**src/rtl/fpu_scheduler.sv**
```systemverilog
// Round-robin arbiter that time-shares one combinational fp16 adder between N requesters.
// Operands are registered onto the FPU, the result is sampled FPU_LAT cycles later and strobed back.
module fpu_scheduler #(
    parameter int unsigned N       = 4,
    parameter int unsigned FPU_LAT = 1
) (
    input  logic              clk,
    input  logic              reset,
    input  logic [N-1:0]      req_valid,
    input  logic [16*N-1:0]   req_a,
    input  logic [16*N-1:0]   req_b,
    output logic [N-1:0]      req_ready,
    output logic [15:0]       fpu_asem,
    output logic [15:0]       fpu_bsem,
    input  logic [15:0]       fpu_rsem,
    output logic [N-1:0]      resp_valid,
    output logic [15:0]       resp_data,
    output logic              resp_exc,
    output logic              busy,
    output logic [15:0]       op_count
);

    localparam int unsigned DW = 16;
    localparam int unsigned PW = $clog2(N);
    localparam int unsigned CW = 4;

    typedef enum logic [1:0] {IDLE, EXEC, DONE} state_t;

    state_t          state_q, state_d;
    logic [PW-1:0]   ptr_q, ptr_d;
    logic [PW-1:0]   grant_q, grant_d;
    logic [CW-1:0]   cnt_q, cnt_d;
    logic [DW-1:0]   asem_q, asem_d;
    logic [DW-1:0]   bsem_q, bsem_d;
    logic [DW-1:0]   resp_data_q, resp_data_d;
    logic            resp_exc_q, resp_exc_d;
    logic [N-1:0]    resp_valid_q, resp_valid_d;
    logic [DW-1:0]   op_count_q, op_count_d;
    logic            busy_q, busy_d;

    logic            gnt_found;
    logic [PW-1:0]   gnt_idx;
    int unsigned     srch_idx;
    logic [DW-1:0]   sel_a, sel_b;
    logic [N-1:0]    req_ready_c;

    // Cyclic first-set search starting at ptr
    always_comb begin
        gnt_found = 1'b0;
        gnt_idx   = '0;
        srch_idx  = 0;
        for (int unsigned k = 0; k < N; k++) begin
            srch_idx = 32'(ptr_q) + k;
            if (srch_idx >= N) begin
                srch_idx = srch_idx - N;
            end
            if (!gnt_found && req_valid[PW'(srch_idx)]) begin
                gnt_found = 1'b1;
                gnt_idx   = PW'(srch_idx);
            end
        end
    end

    // Operand mux for the granted requester
    always_comb begin
        sel_a = '0;
        sel_b = '0;
        for (int unsigned k = 0; k < N; k++) begin
            if (PW'(k) == gnt_idx) begin
                sel_a = req_a[k*DW +: DW];
                sel_b = req_b[k*DW +: DW];
            end
        end
    end

    always_comb begin
        state_d      = state_q;
        ptr_d        = ptr_q;
        grant_d      = grant_q;
        cnt_d        = cnt_q;
        asem_d       = asem_q;
        bsem_d       = bsem_q;
        resp_data_d  = resp_data_q;
        resp_exc_d   = resp_exc_q;
        resp_valid_d = '0;
        op_count_d   = op_count_q;
        busy_d       = busy_q;
        req_ready_c  = '0;
        unique case (state_q)
            IDLE: begin
                if (gnt_found && !reset) begin
                    req_ready_c = N'(1) << gnt_idx;
                    asem_d      = sel_a;
                    bsem_d      = sel_b;
                    grant_d     = gnt_idx;
                    cnt_d       = CW'(FPU_LAT - 1);
                    busy_d      = 1'b1;
                    state_d     = EXEC;
                end
            end
            EXEC: begin
                if (cnt_q != '0) begin
                    cnt_d = cnt_q - 1'b1;
                end else begin
                    resp_data_d  = fpu_rsem;
                    resp_exc_d   = &fpu_rsem[14:10];
                    resp_valid_d = N'(1) << grant_q;
                    state_d      = DONE;
                end
            end
            DONE: begin
                op_count_d = op_count_q + 1'b1;
                ptr_d      = (grant_q == PW'(N - 1)) ? '0 : grant_q + 1'b1;
                busy_d     = 1'b0;
                state_d    = IDLE;
            end
            default: begin
                state_d = IDLE;
            end
        endcase
    end

    always_ff @(posedge clk) begin
        if (reset) begin
            state_q      <= IDLE;
            ptr_q        <= '0;
            grant_q      <= '0;
            cnt_q        <= '0;
            asem_q       <= '0;
            bsem_q       <= '0;
            resp_data_q  <= '0;
            resp_exc_q   <= 1'b0;
            resp_valid_q <= '0;
            op_count_q   <= '0;
            busy_q       <= 1'b0;
        end else begin
            state_q      <= state_d;
            ptr_q        <= ptr_d;
            grant_q      <= grant_d;
            cnt_q        <= cnt_d;
            asem_q       <= asem_d;
            bsem_q       <= bsem_d;
            resp_data_q  <= resp_data_d;
            resp_exc_q   <= resp_exc_d;
            resp_valid_q <= resp_valid_d;
            op_count_q   <= op_count_d;
            busy_q       <= busy_d;
        end
    end

    assign req_ready  = req_ready_c;
    assign fpu_asem   = asem_q;
    assign fpu_bsem   = bsem_q;
    assign resp_valid = resp_valid_q;
    assign resp_data  = resp_data_q;
    assign resp_exc   = resp_exc_q;
    assign busy       = busy_q;
    assign op_count   = op_count_q;

endmodule

```
**config.mk**
```make
export PLATFORM = sky130hd
export DESIGN_NAME = fpu_scheduler
export DESIGN_NICKNAME = d
export VERILOG_FILES = /design/src/rtl/fpu_scheduler.sv
export SDC_FILE = /design/constraint.sdc
export NUM_CORES = 1
export LEC_CHECK = 0
export ABC_CLOCK_PERIOD_IN_PS = 5120
export BUFFER_PORTS_ARGS = -buffer_cell sky130_fd_sc_hd__buf_4
export CORE_UTILIZATION = 48
export CTS_CLUSTER_DIAMETER = 40
export DETAILED_ROUTE_END_ITERATION = 6
export GPL_TIMING_DRIVEN = 0
export PLACE_DENSITY = 0.86
export SLEW_MARGIN = 25
export SYNTH_ARGS = -nofsm -noshare
export SYNTH_HDL_FRONTEND = slang
export SYNTH_SLANG_ARGS = --single-unit
export TNS_END_PERCENT = 20
```
**constraint.sdc**
```tcl
create_clock -name clk -period 5.12 [get_ports clk]
set_clock_uncertainty 0.15 [all_clocks]
set_input_delay 1.024 -clock clk [delete_from_list [all_inputs] [get_ports clk]]
set_output_delay 1.024 -clock clk [all_outputs]
set_load 0.01 [all_outputs]
```
; Word-level counts from Yosys, hierarchy flattened
; Index checks and enable logic that the tools add are counted.
[word_totals]
wordCells = 101
mem_count = 0
out_inout_bits = 74
mem_bits_ro = 0
latchBits = 0
input_bits = 150
ff_bits = 80
mem_bits_rw = 0
[classes]
n_div = 0
shifts = 2
eq_ne = 9
bitwise_logic = 2
add_sub_neg = 10
n_mul = 0
magnitude_cmp = 8
reduce_logical = 20
mux = 39
[op_table]
columns = cell, n
row1 = 16-bit 2-to-1 mux, 8
row2 = 2-bit 2-to-1 mux, 11
row3 = 16-bit by 1-bit adder with 16-bit output (second input constant), 1
row4 = 4-bit 2-to-1 mux, 4
row5 = 2-bit by 3-bit less-than comparator with 1-bit output (second input constant), 4
row6 = 3-bit greater-or-equal comparator (second input constant), 3
row7 = 1-bit 2-to-1 mux, 9
row8 = 1-bit binary-select mux with 2-bit select, 4
row9 = 4-bit case mux with 2 select lines, 1
row10 = 2-bit AND reduction, 4
row11 = 1-bit by 2-bit left shift with 4-bit output (first input constant), 2
row12 = 2-bit by 1-bit subtractor with 2-bit output (second input constant), 4
row13 = 2-bit by 2-bit adder with 3-bit output (second input constant), 2
row14 = 2-bit inequality test (second input constant), 3
row15 = 5-bit AND reduction, 1
row16 = 2-bit == test (first input constant), 2
row17 = 2-bit == test (second input constant), 2
row18 = 1-bit logical AND, 4
row19 = 1-bit zero test, 4
row20 = 2-bit zero test, 2
row21 = 2-bit case mux with 2 select lines, 1
row22 = 2-bit nonzero test, 2
row23 = 4-bit nonzero test, 1
row24 = 4-bit by 1-bit subtractor with 4-bit output (second input constant), 1
row25 = other kinds (9), 10

; Logic depth before layout (Yosys ltp)
; Gate-level depths: netlist (run 1).
[depth]
depth_word = 19
depth_mapped = 8
ltp_nobuf = 7

; Worst setup path after synthesis (run 1)
; OpenSTA, ideal clock, no wires.
[synth_timing]
path_type = input to output
start = in req_valid[2]
end = out req_ready[0]
arrival_time_ps = 1917
required_ps = 3946
slack_ps = 2029
n_path_buf = 2
stages = 6
cell_sequence = nand2b_1 -> a21o_1 -> and3_1 -> clkbuf_1 -> buf_2 -> nor2_1
[synth_between]
elab_chain_len = 15
word_cells_on_any_way = 26
classes_between = shift: 1 / mux: 18 / reduce/logical: 7
[synth_lines]
columns = element, line
row1 = from (decl), 9  ; input logic [N-1:0] req_valid,
row2 = 1-bit binary-select mux with 2-bit select, 57  ; if (!gnt_found && req_valid[PW'(srch_idx)]) begin
row3 = 1-bit 2-to-1 mux (not written as such), 57
row4 = 1-bit 2-to-1 mux, 57
row5 = 1-bit zero test, 57
row6 = 1-bit logical AND, 57
row7 = 1-bit 2-to-1 mux, 57
row8 = 1-bit zero test, 57
row9 = 1-bit logical AND, 57
row10 = 1-bit 2-to-1 mux, 57
row11 = 1-bit zero test, 57
row12 = 1-bit logical AND, 57
row13 = 2-bit 2-to-1 mux or 1-bit 2-to-1 mux (tied branches), 57
row14 = 1-bit by 2-bit left shift with 4-bit output or 1-bit logical AND (tied branches), "92, 91"
row15 = 4-bit 2-to-1 mux *, 91  ; if (gnt_found && !reset) begin
row16 = 4-bit 2-to-1 mux *, 89  ; unique case (state_q)
row17 = to (decl), 12  ; output logic [N-1:0] req_ready,
; Every way passes the cells marked *; elsewhere a longest branch is shown, timed or not. The select of a mux whose other input is x is not followed.

; Worst setup path after layout (run 1)
[layout_timing]
start = in req_valid[0]
end = out req_ready[1]
; Same word-level chain as after synthesis.

==> results.sh, run 1 <==
export IMPL_crit_arrival_ns=2.48
export IMPL_cts_resized=0
export IMPL_synth_seq_cells=80
export IMPL_rr_endpoint="fpu_asem[10]"
export IMPL_grt_antenna_before_repair=0
export IMPL_status="completed"
export IMPL_firstDrtPassIters=4
export IMPL_drive_above_1_share_pct=35.9
export IMPL_crit_path_end="req_ready[1]"
export IMPL_synth_seq_area_share_pct=41.0
export IMPL_area_growth_pct=50.8
export IMPL_yosysWarnings=0
export IMPL_synth_top_family_by_area="compound AO/OA/AOI/OAI gates"
export IMPL_critical_path_class="in2out"
export IMPL_die_area_um2=8500
export IMPL_n_antenna_cell=0
export IMPL_dp_hpwl_um=10800
export IMPL_min_period_ns=3.65
export IMPL_worst_pin_slew_ns=0.767
export IMPL_relSlewSlack_pct=48.6
export IMPL_hold_buffers=0
export IMPL_timing_final_ws_setup_ns=1.47
export IMPL_ir_drop_mv=0.178
export IMPL_rr_startpoint="state_q[0]"
export IMPL_synthXorXnorAreaFrac_pct=3.59
export IMPL_finalWeightedCongestion=0.917
export IMPL_cts_made_buffers=9
export IMPL_hold_viol=0
export IMPL_grt_max_degree=15
export IMPL_core_area_um2=7810
export IMPL_startpoint_type="input port"
export IMPL_cp_end_kind="output pin"
export IMPL_power_density_nw_per_um2=285
export IMPL_path_cells="buf_4, a21o_1, a21oi_1, o22ai_1, nand2_1, nor2_1, buf_4"
export IMPL_final_nets=876
export IMPL_final_max_slew_viol_count=0
export IMPL_reg2reg_slack_ns=2.87
export IMPL_post_drt_via_cell_ratio=5.64
export IMPL_die_width_um=92.2
export IMPL_grt_pass1_vias=4556
export IMPL_layout_commonest_cell="buf_4"
export IMPL_dp_slack_ns=1.49
export IMPL_period_share_pct=71.3
export IMPL_wl_per_cell_um=17.0
export IMPL_rows=32
export IMPL_synthMuxAreaShare_pct=1.02
export IMPL_postCtsSetupRepairBufs=0
export IMPL_start_util_pct=50.0
export IMPL_power_leakage_nw=2.55
export IMPL_final_cell_mix="224 x buf_4, 118 x nand2_1, 80 x dfxtp_1"
export IMPL_critPathLaunch="req_valid[0]"
export IMPL_vias=4685
export IMPL_fp_dieH_um=92.2
export IMPL_drtIter0Drc=241
export IMPL_cts_root_buf="clkbuf_8"
export IMPL_synth_compound_area_share_pct=25.4
export IMPL_crit_required_ns=3.95
export IMPL_slowest_delay_ns=0.51
export IMPL_cpMostUsedCell="buf_4"
export IMPL_cp_max_fo=7
export IMPL_rsz0062_at_grt="no"
export IMPL_synth_distinct_cells=45
export IMPL_slowest_stage="o22ai_1"
export IMPL_syn_area_um2=3910
export IMPL_path_buf_inv=2
export IMPL_cts_htree_levels=3
export IMPL_drt_wl_total_um=14100
export IMPL_grt_remaining_overflow=0
export IMPL_synth_nets=642
export IMPL_hold_path_class="reg2reg"
export IMPL_antenna_left=0
export IMPL_cts_buffer_depth=2
export IMPL_setup_violations=0
export IMPL_drc=0
export IMPL_finalSetupTns_ns=0
export IMPL_track_usage_pct=32.4
export IMPL_clkSlewWorstSetupHoldPaths_ns=0.09
export IMPL_synth_simple_gate_area_share_pct=23.2
export IMPL_port_buffers=223
export IMPL_crit_family="compound AO/OA/AOI/OAI gates"
export IMPL_insertion_delay_ns=0.35
export IMPL_synth_cells=489
export IMPL_cts_tree="built"
export IMPL_grt_pass1_wl_um=21800
export IMPL_worst_path_stages=7
export IMPL_max_cap_violations=0
export IMPL_io_pins=224
export IMPL_reg2regPathDepth=6
export IMPL_synth_fa_ha_area_share_pct=0.961
export IMPL_syn_area_per_cell_um2=7.99
export IMPL_cts_sinks=80
export IMPL_fmax_mhz=274
## sequential cells by signal (all words and copies together), names as in the netlist, 2 cells and up
signal      cells
ptr_q           2
fpu_bsem       16
resp_data      16
op_count       16
resp_valid      4
cnt_q           4
state_q         2
fpu_asem       16
grant_q         2
## worst min path at each step
stage / startpoint / endpoint / slack [ns] / cells past startpoint
floorplan: grant_q[1] / resp_valid[1] / 0.29 / 1
global placement: resp_data[10] / resp_data[10] / 0.29 / 2
detailed placement: resp_data[15] / resp_data[15] / 0.30 / 2
CTS: resp_data[3] / resp_data[3] / 0.31 / 2
global route: resp_data[15] / resp_data[15] / 0.33 / 2
finish: resp_data[0] / resp_data[0] / 0.31 / 2
## metrics by stage
step	instances	hold WS [ns]	instance area, um2	power (mW)	util, %
detailed placement	814	0.301	5710	1.25	73.1
floorplan	489	0.294	3910	0.989	-
CTS	830	0.314	5890	1.68	75.4
global route	830	0.329	5890	1.76	75.4
global placement	814	0.293	5710	1.23	73.1
finish	830	0.313	5890	1.68	75.4
## kinds of logic after synthesis
kind of cell,after synthesis
and+or+nand+nor,198
AOI/OAI and AO/OA,144
xor gates and xnor gates,16
muxes,4
DFF,80
adders and majority gates,3
buffers and inverters,44
## cell type report
type	count	area [um2]
Multi-Input combinational cell	365	2120
Fill cell	619	1920
Timing Repair Buffer	223	1670
Sequential cell	80	1600
Buffer	36	159
Clock buffer	10	138
Tap cell	102	128
Clock inverter	6	43.8
Inverter	8	30.0
## worst min-delay path, stage by stage, from the launching register on
cell     delay [ns]
dfxtp_1        0.32
nand2_1        0.05
a21oi_1        0.05
## per-layer routing
metal,wire length (um),vias to the layer above,global-route usage (%)
li1,-,2253,-
met1,5500,2185,36.3
met2,7160,226,59.5
met3,1150,21,8.46
met4,282,0,10.3
met5,0,-,0
## report_power, final
| group | internal [mW] | switching (mW) | total (mW) | leakage (nW) |
|---|---|---|---|---|
| sequential | 0.690 | 0.0501 | 0.740 | 0.655 |
| combinational | 0.245 | 0.256 | 0.501 | 1.81 |
| clock | 0.190 | 0.245 | 0.435 | 0.0809 |
## cell usage after synthesis
library cell  instances  area, um2
a211oi_1              1       7.51
a21o_1                3       22.5
a21oi_1              56        280
a31oi_1               1       6.26
a32oi_1              31        272
and2b_1               1       7.51
and3_1                5       31.3
and4_1                2       17.5
buf_1                 1       3.75
buf_2                16       80.1
buf_4                 1       7.51
clkbuf_1             18       67.6
dfxtp_1              80       1600
ha_1                  3       37.5
inv_1                 8       30.0
mux2i_1               4       40.0
nand2_1             118        443
nand2b_1              5       31.3
nand3_1               6       30.0
nand3_2               1       10.0
nand3b_1              2       15.0
nand4_1               5       31.3
nor2_1               30        113
nor2_4                1       11.3
nor2b_1               1       6.26
nor3_1                8       40.0
nor3b_1               2       15.0
nor4_1                2       12.5
nor4_4                2       42.5
nor4b_1               2       17.5
o2111ai_1             4       35.0
o211ai_1              7       52.6
o21a_1                1       7.51
o21ai_0               2       10.0
o21ai_1               8       40.0
o221a_2               1       11.3
o221ai_1             23        201
o22a_1                1       8.76
o22ai_1               1       6.26
o31ai_1               4       30.0
or2_1                 2       12.5
or3_1                 2       12.5
or4_1                 1       7.51
xnor2_1               6       52.6
xor2_1               10       87.6
(Power assumes the default switching activity.)
==> inputs of run 2 (changes only) <==
--- a/config.mk
+++ b/config.mk
@@ -5,13 +5,13 @@
 export SDC_FILE = /design/constraint.sdc
 export NUM_CORES = 1
 export LEC_CHECK = 0
-export ABC_CLOCK_PERIOD_IN_PS = 5120
+export ABC_CLOCK_PERIOD_IN_PS = 3100
 export BUFFER_PORTS_ARGS = -buffer_cell sky130_fd_sc_hd__buf_4
-export CORE_UTILIZATION = 48
+export CORE_UTILIZATION = 40
 export CTS_CLUSTER_DIAMETER = 40
 export DETAILED_ROUTE_END_ITERATION = 6
 export GPL_TIMING_DRIVEN = 0
-export PLACE_DENSITY = 0.86
+export PLACE_DENSITY = 0.77
 export SLEW_MARGIN = 25
 export SYNTH_ARGS = -nofsm -noshare
 export SYNTH_HDL_FRONTEND = slang
==> constraint.sdc (replaced) <==
create_clock -name clk -period 3.1 [get_ports clk]
set_clock_uncertainty 0.15 [all_clocks]
set_input_delay 0.62 -clock clk [delete_from_list [all_inputs] [get_ports clk]]
set_output_delay 0.62 -clock clk [all_outputs]
set_load 0.01 [all_outputs]
==> run 2 against run 1 <==
Clock-buffer cell count decreased by 1. Die area increased by 20%. First-iteration DRC count decreased by 28%. Register-to-register slack got worse by 2.0 ns. Global-route usage decreased by 4.8 points. Sequential share of layout area decreased by 0.27 points. Final cell count increased by 3.3%. Combinational power increased by 66%. Largest cell class unchanged.
==> results.sh, run 2 (synthesis gave the netlist of run 1 again) <==
export IMPL_grt_pass1_wl_um=22000
export IMPL_hold_path_class="reg2reg"
export IMPL_startpoint_type="flip-flop"
export IMPL_p_switching_uw=928
export IMPL_antenna_left=0
export IMPL_drtIter0Drc=174
export IMPL_cts_sinks=80
export IMPL_cts_buffer_depth=2
export IMPL_track_usage_pct=27.6
export IMPL_cts_htree_levels=3
export IMPL_firstDrtPassIters=5
export IMPL_n_antenna_cell=0
export IMPL_combPwrFrac_pct=29.2
export IMPL_rows=35
export IMPL_wl_met2_um=7130
export IMPL_area_growth_pct=52.3
export IMPL_p_seq_share_pct=42.7
export IMPL_insertion_delay_ns=0.35
export IMPL_period_share_pct=94.9
export IMPL_hold_buffers=0
export IMPL_wl_met1_um=5600
export IMPL_final_cell_mix="224 x buf_4, 118 x nand2_1, 80 x dfxtp_1"
export IMPL_finalSetupTns_ns=0
export IMPL_fp_dieH_um=101
export IMPL_p_clk_share_pct=28.1
export IMPL_max_cap_violations=0
export IMPL_power_leakage_nw=2.57
export IMPL_wl_met3_um=1160
export IMPL_cts_root_buf="clkbuf_8"
export IMPL_critical_path_class="reg2out"
export IMPL_holdWs_ns=0.309
export IMPL_fmax_mhz=340
export IMPL_io_pins=224
export IMPL_die_area_um2=10200
export IMPL_cpMostUsedCell="buf_2"
export IMPL_dp_hpwl_um=11000
export IMPL_slowest_delay_ns=0.47
export IMPL_path_cells="buf_2, nand2b_1, a21oi_1, o21ai_1, buf_2, nor2_1, buf_4"
export IMPL_grt_max_degree=16
export IMPL_power_density_nw_per_um2=479
export IMPL_crit_required_ns=2.33
export IMPL_drive_above_1_share_pct=36.0
export IMPL_drc=0
export IMPL_cts_made_buffers=9
export IMPL_finalWeightedCongestion=0.862
export IMPL_swShare_pct=32.5
export IMPL_vias=4669
export IMPL_final_nets=876
export IMPL_rsz0062_at_grt="no"
export IMPL_cp_end_kind="output pin"
export IMPL_slowest_stage="o21ai_1"
export IMPL_clkSlewWorstSetupHoldPaths_ns=0.09
export IMPL_postCtsSetupRepairBufs=0
export IMPL_worst_pin_slew_ns=0.758
export IMPL_internal_power_mw=1.92
export IMPL_wl_per_cell_um=16.6
export IMPL_hold_viol=0
export IMPL_grt_antenna_before_repair=0
export IMPL_fillCellCount=873
export IMPL_post_drt_via_cell_ratio=5.45
export IMPL_start_util_pct=41.7
export IMPL_ir_drop_mv=0.312
export IMPL_crit_arrival_ns=2.17
export IMPL_drt_wl_total_um=14200
export IMPL_layout_commonest_cell="buf_4"
export IMPL_grt_remaining_overflow=0
export IMPL_status="completed"
export IMPL_grt_pass1_vias=4593
export IMPL_relSlewSlack_pct=49.3
export IMPL_min_period_ns=2.94
export IMPL_cts_tree="built"
export IMPL_port_buffers=223
export IMPL_cp_max_fo=10
export IMPL_final_max_slew_viol_count=0
export IMPL_die_width_um=101
export IMPL_highest_layer="met4"
export IMPL_setup_violations=0
export IMPL_core_area_um2=9370
## run 2: cell type report
| cell class | instances | area (um2) | share of cell area, % |
|---|---|---|---|
| buffer | 36 | 159 | 2.67 |
| clock buffer | 9 | 124 | 2.08 |
| clock inverter | 7 | 77.6 | 1.30 |
| inverter | 8 | 30.0 | 0.505 |
| multi-input combinational | 365 | 2120 | 35.7 |
| sequential | 80 | 1600 | 26.9 |
| tap | 129 | 161 | 2.71 |
| timing repair buffer | 223 | 1670 | 28.1 |
## run 2: repair_timing
item	CTS	global route
resized for setup	0	1
endpoints found under the setup margin	0	2
endpoints found under the hold margin	0	0
## run 2: critical path, delay by kind of cell (launching register included)
kind / cells / cell delay (ns)
AOI/OAI and AO/OA: 2 / 0.53
buffers and inverters: 3 / 0.73
DFF: 1 / 0.34
and+or+nand+nor: 2 / 0.21
## run 2: worst paths after layout
check          startpoint      endpoint  slack [ns]  cells after the start
max              ptr_q[1]  req_ready[2]        0.16                      7
min          resp_data[8]  resp_data[8]        0.31                      2
max reg2reg      ptr_q[1]  fpu_bsem[10]        0.89                      7
min reg2reg  resp_data[8]  resp_data[8]        0.31                      2
## run 2: per-stage QoR
step           total power, mW  setup slack [ns]  util, %  cells  instance area (um2)
2_1_floorplan             1.63             0.817        -    489                 3910
3_3_place_gp              2.05             0.304     61.3    841                 5740
3_5_place_dp              2.07             0.233     61.3    841                 5740
4_1_cts                   2.86            0.0697     63.4    857                 5940
5_1_grt                   3.00           0.00847     63.5    857                 5950
6_report                  2.85             0.159     63.5    857                 5950
## run 2: per-layer routing
layer	GRT usage [%]	up-vias
met5	0	-
met4	10.5	0
met3	9.36	30
met2	49.1	203
met1	30.3	2187
li1	-	2249
## run 2: power by group through the flow
stage	combinational [mW]	clock [mW]	sequential [mW]
after floorplan	0.358	0	1.27
after global placement	0.811	0	1.24
after detailed placement	0.831	0	1.24
after CTS	0.833	0.812	1.22
after global routing	0.911	0.853	1.23
final	0.833	0.800	1.22
==> inputs of run 3 (changes only) <==
--- a/config.mk
+++ b/config.mk
@@ -7,11 +7,13 @@
 export LEC_CHECK = 0
 export ABC_CLOCK_PERIOD_IN_PS = 3100
 export BUFFER_PORTS_ARGS = -buffer_cell sky130_fd_sc_hd__buf_4
-export CORE_UTILIZATION = 40
+export CELL_PAD_IN_SITES_DETAIL_PLACEMENT = 0
+export CELL_PAD_IN_SITES_GLOBAL_PLACEMENT = 1
+export CORE_UTILIZATION = 27
 export CTS_CLUSTER_DIAMETER = 40
 export DETAILED_ROUTE_END_ITERATION = 6
 export GPL_TIMING_DRIVEN = 0
-export PLACE_DENSITY = 0.77
+export PLACE_DENSITY_LB_ADDON = 0.1
 export SLEW_MARGIN = 25
 export SYNTH_ARGS = -nofsm -noshare
 export SYNTH_HDL_FRONTEND = slang
==> run 3 against run 2 <==
First-iteration DRC count rose by 33%. Power rose by 11%. Non-clock buffer count did not move. Worst hold slack got worse by 0.0048 ns. Via count fell by 3.2%. Wire length rose by 9.1%.
==> results.sh, run 3 (synthesis gave the netlist of run 1 again) <==
export IMPL_status="completed"
export IMPL_highest_layer="met4"
export IMPL_wl_met3_um=1350
export IMPL_hold_path_class="reg2reg"
export IMPL_setup_violations=0
export IMPL_drive_above_1_share_pct=36.1
export IMPL_post_drt_via_cell_ratio=4.98
export IMPL_cts_buffer_depth=2
export IMPL_grt_remaining_overflow=0
export IMPL_path_cells="buf_2, a21o_1, a21oi_1, o22ai_2, nand2_1, nor2_1, buf_4"
export IMPL_firstDrtPassIters=4
export IMPL_grt_pass1_vias=4301
export IMPL_layout_commonest_cell="buf_4"
export IMPL_fmax_mhz=346
export IMPL_dp_hpwl_um=12000
export IMPL_cts_htree_levels=3
export IMPL_power_leakage_nw=2.62
export IMPL_relSlewSlack_pct=47.0
export IMPL_cts_made_buffers=9
export IMPL_cp_end_kind="output pin"
export IMPL_area_growth_pct=56.8
export IMPL_critical_path_class="reg2out"
export IMPL_crit_required_ns=2.33
export IMPL_crit_arrival_ns=2.12
export IMPL_fin_area_um2=6120
export IMPL_die_area_um2=15000
export IMPL_max_cap_violations=0
export IMPL_power_density_nw_per_um2=516
export IMPL_cts_root_buf="clkbuf_16"
export IMPL_grt_max_degree=15
export IMPL_wl_per_cell_um=17.1
export IMPL_final_nets=876
export IMPL_hold_viol=0
export IMPL_grt_pass1_wl_um=23000
export IMPL_final_max_slew_viol_count=0
export IMPL_worst_pin_slew_ns=0.791
export IMPL_io_pins=224
export IMPL_finalWeightedCongestion=0.848
export IMPL_drc=0
export IMPL_ir_drop_mv=0.290
export IMPL_wl_met2_um=7400
export IMPL_vias=4518
export IMPL_finalSetupTns_ns=0
export IMPL_wl_met1_um=6550
export IMPL_grt_antenna_before_repair=0
export IMPL_drt_wl_total_um=15500
export IMPL_place_area_um2=5810
export IMPL_startpoint_type="flip-flop"
export IMPL_min_period_ns=2.89
export IMPL_slowest_delay_ns=0.38
export IMPL_timing_final_ws_setup_ns=0.208
export IMPL_clkSlewWorstSetupHoldPaths_ns=0.06
export IMPL_final_cell_mix="224 x buf_4, 118 x nand2_1, 80 x dfxtp_1"
export IMPL_cts_sinks=80
export IMPL_cts_tree="built"
export IMPL_rows=43
export IMPL_rsz0062_at_grt="no"
export IMPL_start_util_pct=27.9
export IMPL_slowest_stage="o22ai_2"
export IMPL_port_buffers=223
export IMPL_fp_dieH_um=122
export IMPL_dp_slack_ns=0.160
export IMPL_drtIter0Drc=232
export IMPL_die_width_um=122
export IMPL_antenna_left=0
export IMPL_track_usage_pct=20.2
export IMPL_period_share_pct=93.3
export IMPL_core_area_um2=14000
export IMPL_n_antenna_cell=0
export IMPL_insertion_delay_ns=0.34
export IMPL_cp_max_fo=10
export IMPL_postCtsSetupRepairBufs=0
## run 3: cell types whose count changed in the layout (fill, tap and decap cells not counted), sizes merged
cell / delta
clkinv: +1
clkbuf: +1
inv: -2
## run 3: power by group
part           internal (mW)  switching, mW  total (mW)
combinational          0.404          0.428       0.832
sequential              1.14         0.0837        1.23
clock                  0.649          0.453        1.10
total                   2.19          0.964        3.16
## run 3: cell type report
| cell class | instances | area, um2 |
|---|---|---|
| fill | 1455 | 7870 |
| multi-input combinational | 365 | 2130 |
| timing repair buffer | 223 | 1670 |
| sequential | 80 | 1600 |
| clock buffer | 10 | 239 |
| tap | 180 | 225 |
| buffer | 36 | 159 |
| clock inverter | 6 | 68.8 |
| inverter | 8 | 30.0 |
## run 3: per-layer routing
| metal | vias to the layer above | GRT usage, % |
|---|---|---|
| li1 | 2261 | - |
| met1 | 2075 | 24.8 |
| met2 | 170 | 32.8 |
| met3 | 12 | 6.09 |
| met4 | 0 | 8.31 |
| met5 | - | 0 |
## run 3: what timing repair did
action | in CTS | in global routing
hold buffers | 0 | 0
endpoints found under the setup margin | 2 | 3
pin swaps | 0 | 1
gates resized for setup | 1 | 1
## run 3: final timing paths
check             startpoint       endpoint  slack (ns)  cells past startpoint
hold reg to reg     resp_exc       resp_exc        0.30                      2
hold / removal      resp_exc       resp_exc        0.30                      2
setup reg to reg    cnt_q[0]  resp_data[12]        0.90                      8
setup / recovery    ptr_q[1]   req_ready[1]        0.21                      7
## run 3: critical path, delay by kind of cell, from the launching register on
kind	cells	cell delay, ns
AO/OA/AOI/OAI	3	0.62
AND/OR/NAND/NOR	2	0.46
buffers and inverters	2	0.37
flip-flops	1	0.34
## run 3: stage by stage
stage	instances	util, %	hold slack (ns)	power [mW]
after floorplan	489	-	0.294	1.63
after detailed placement	892	41.5	0.301	2.09
after global routing	908	43.8	0.330	3.32
after CTS	908	43.7	0.311	3.20
after global placement	892	41.5	0.293	2.07
final	908	43.8	0.304	3.16
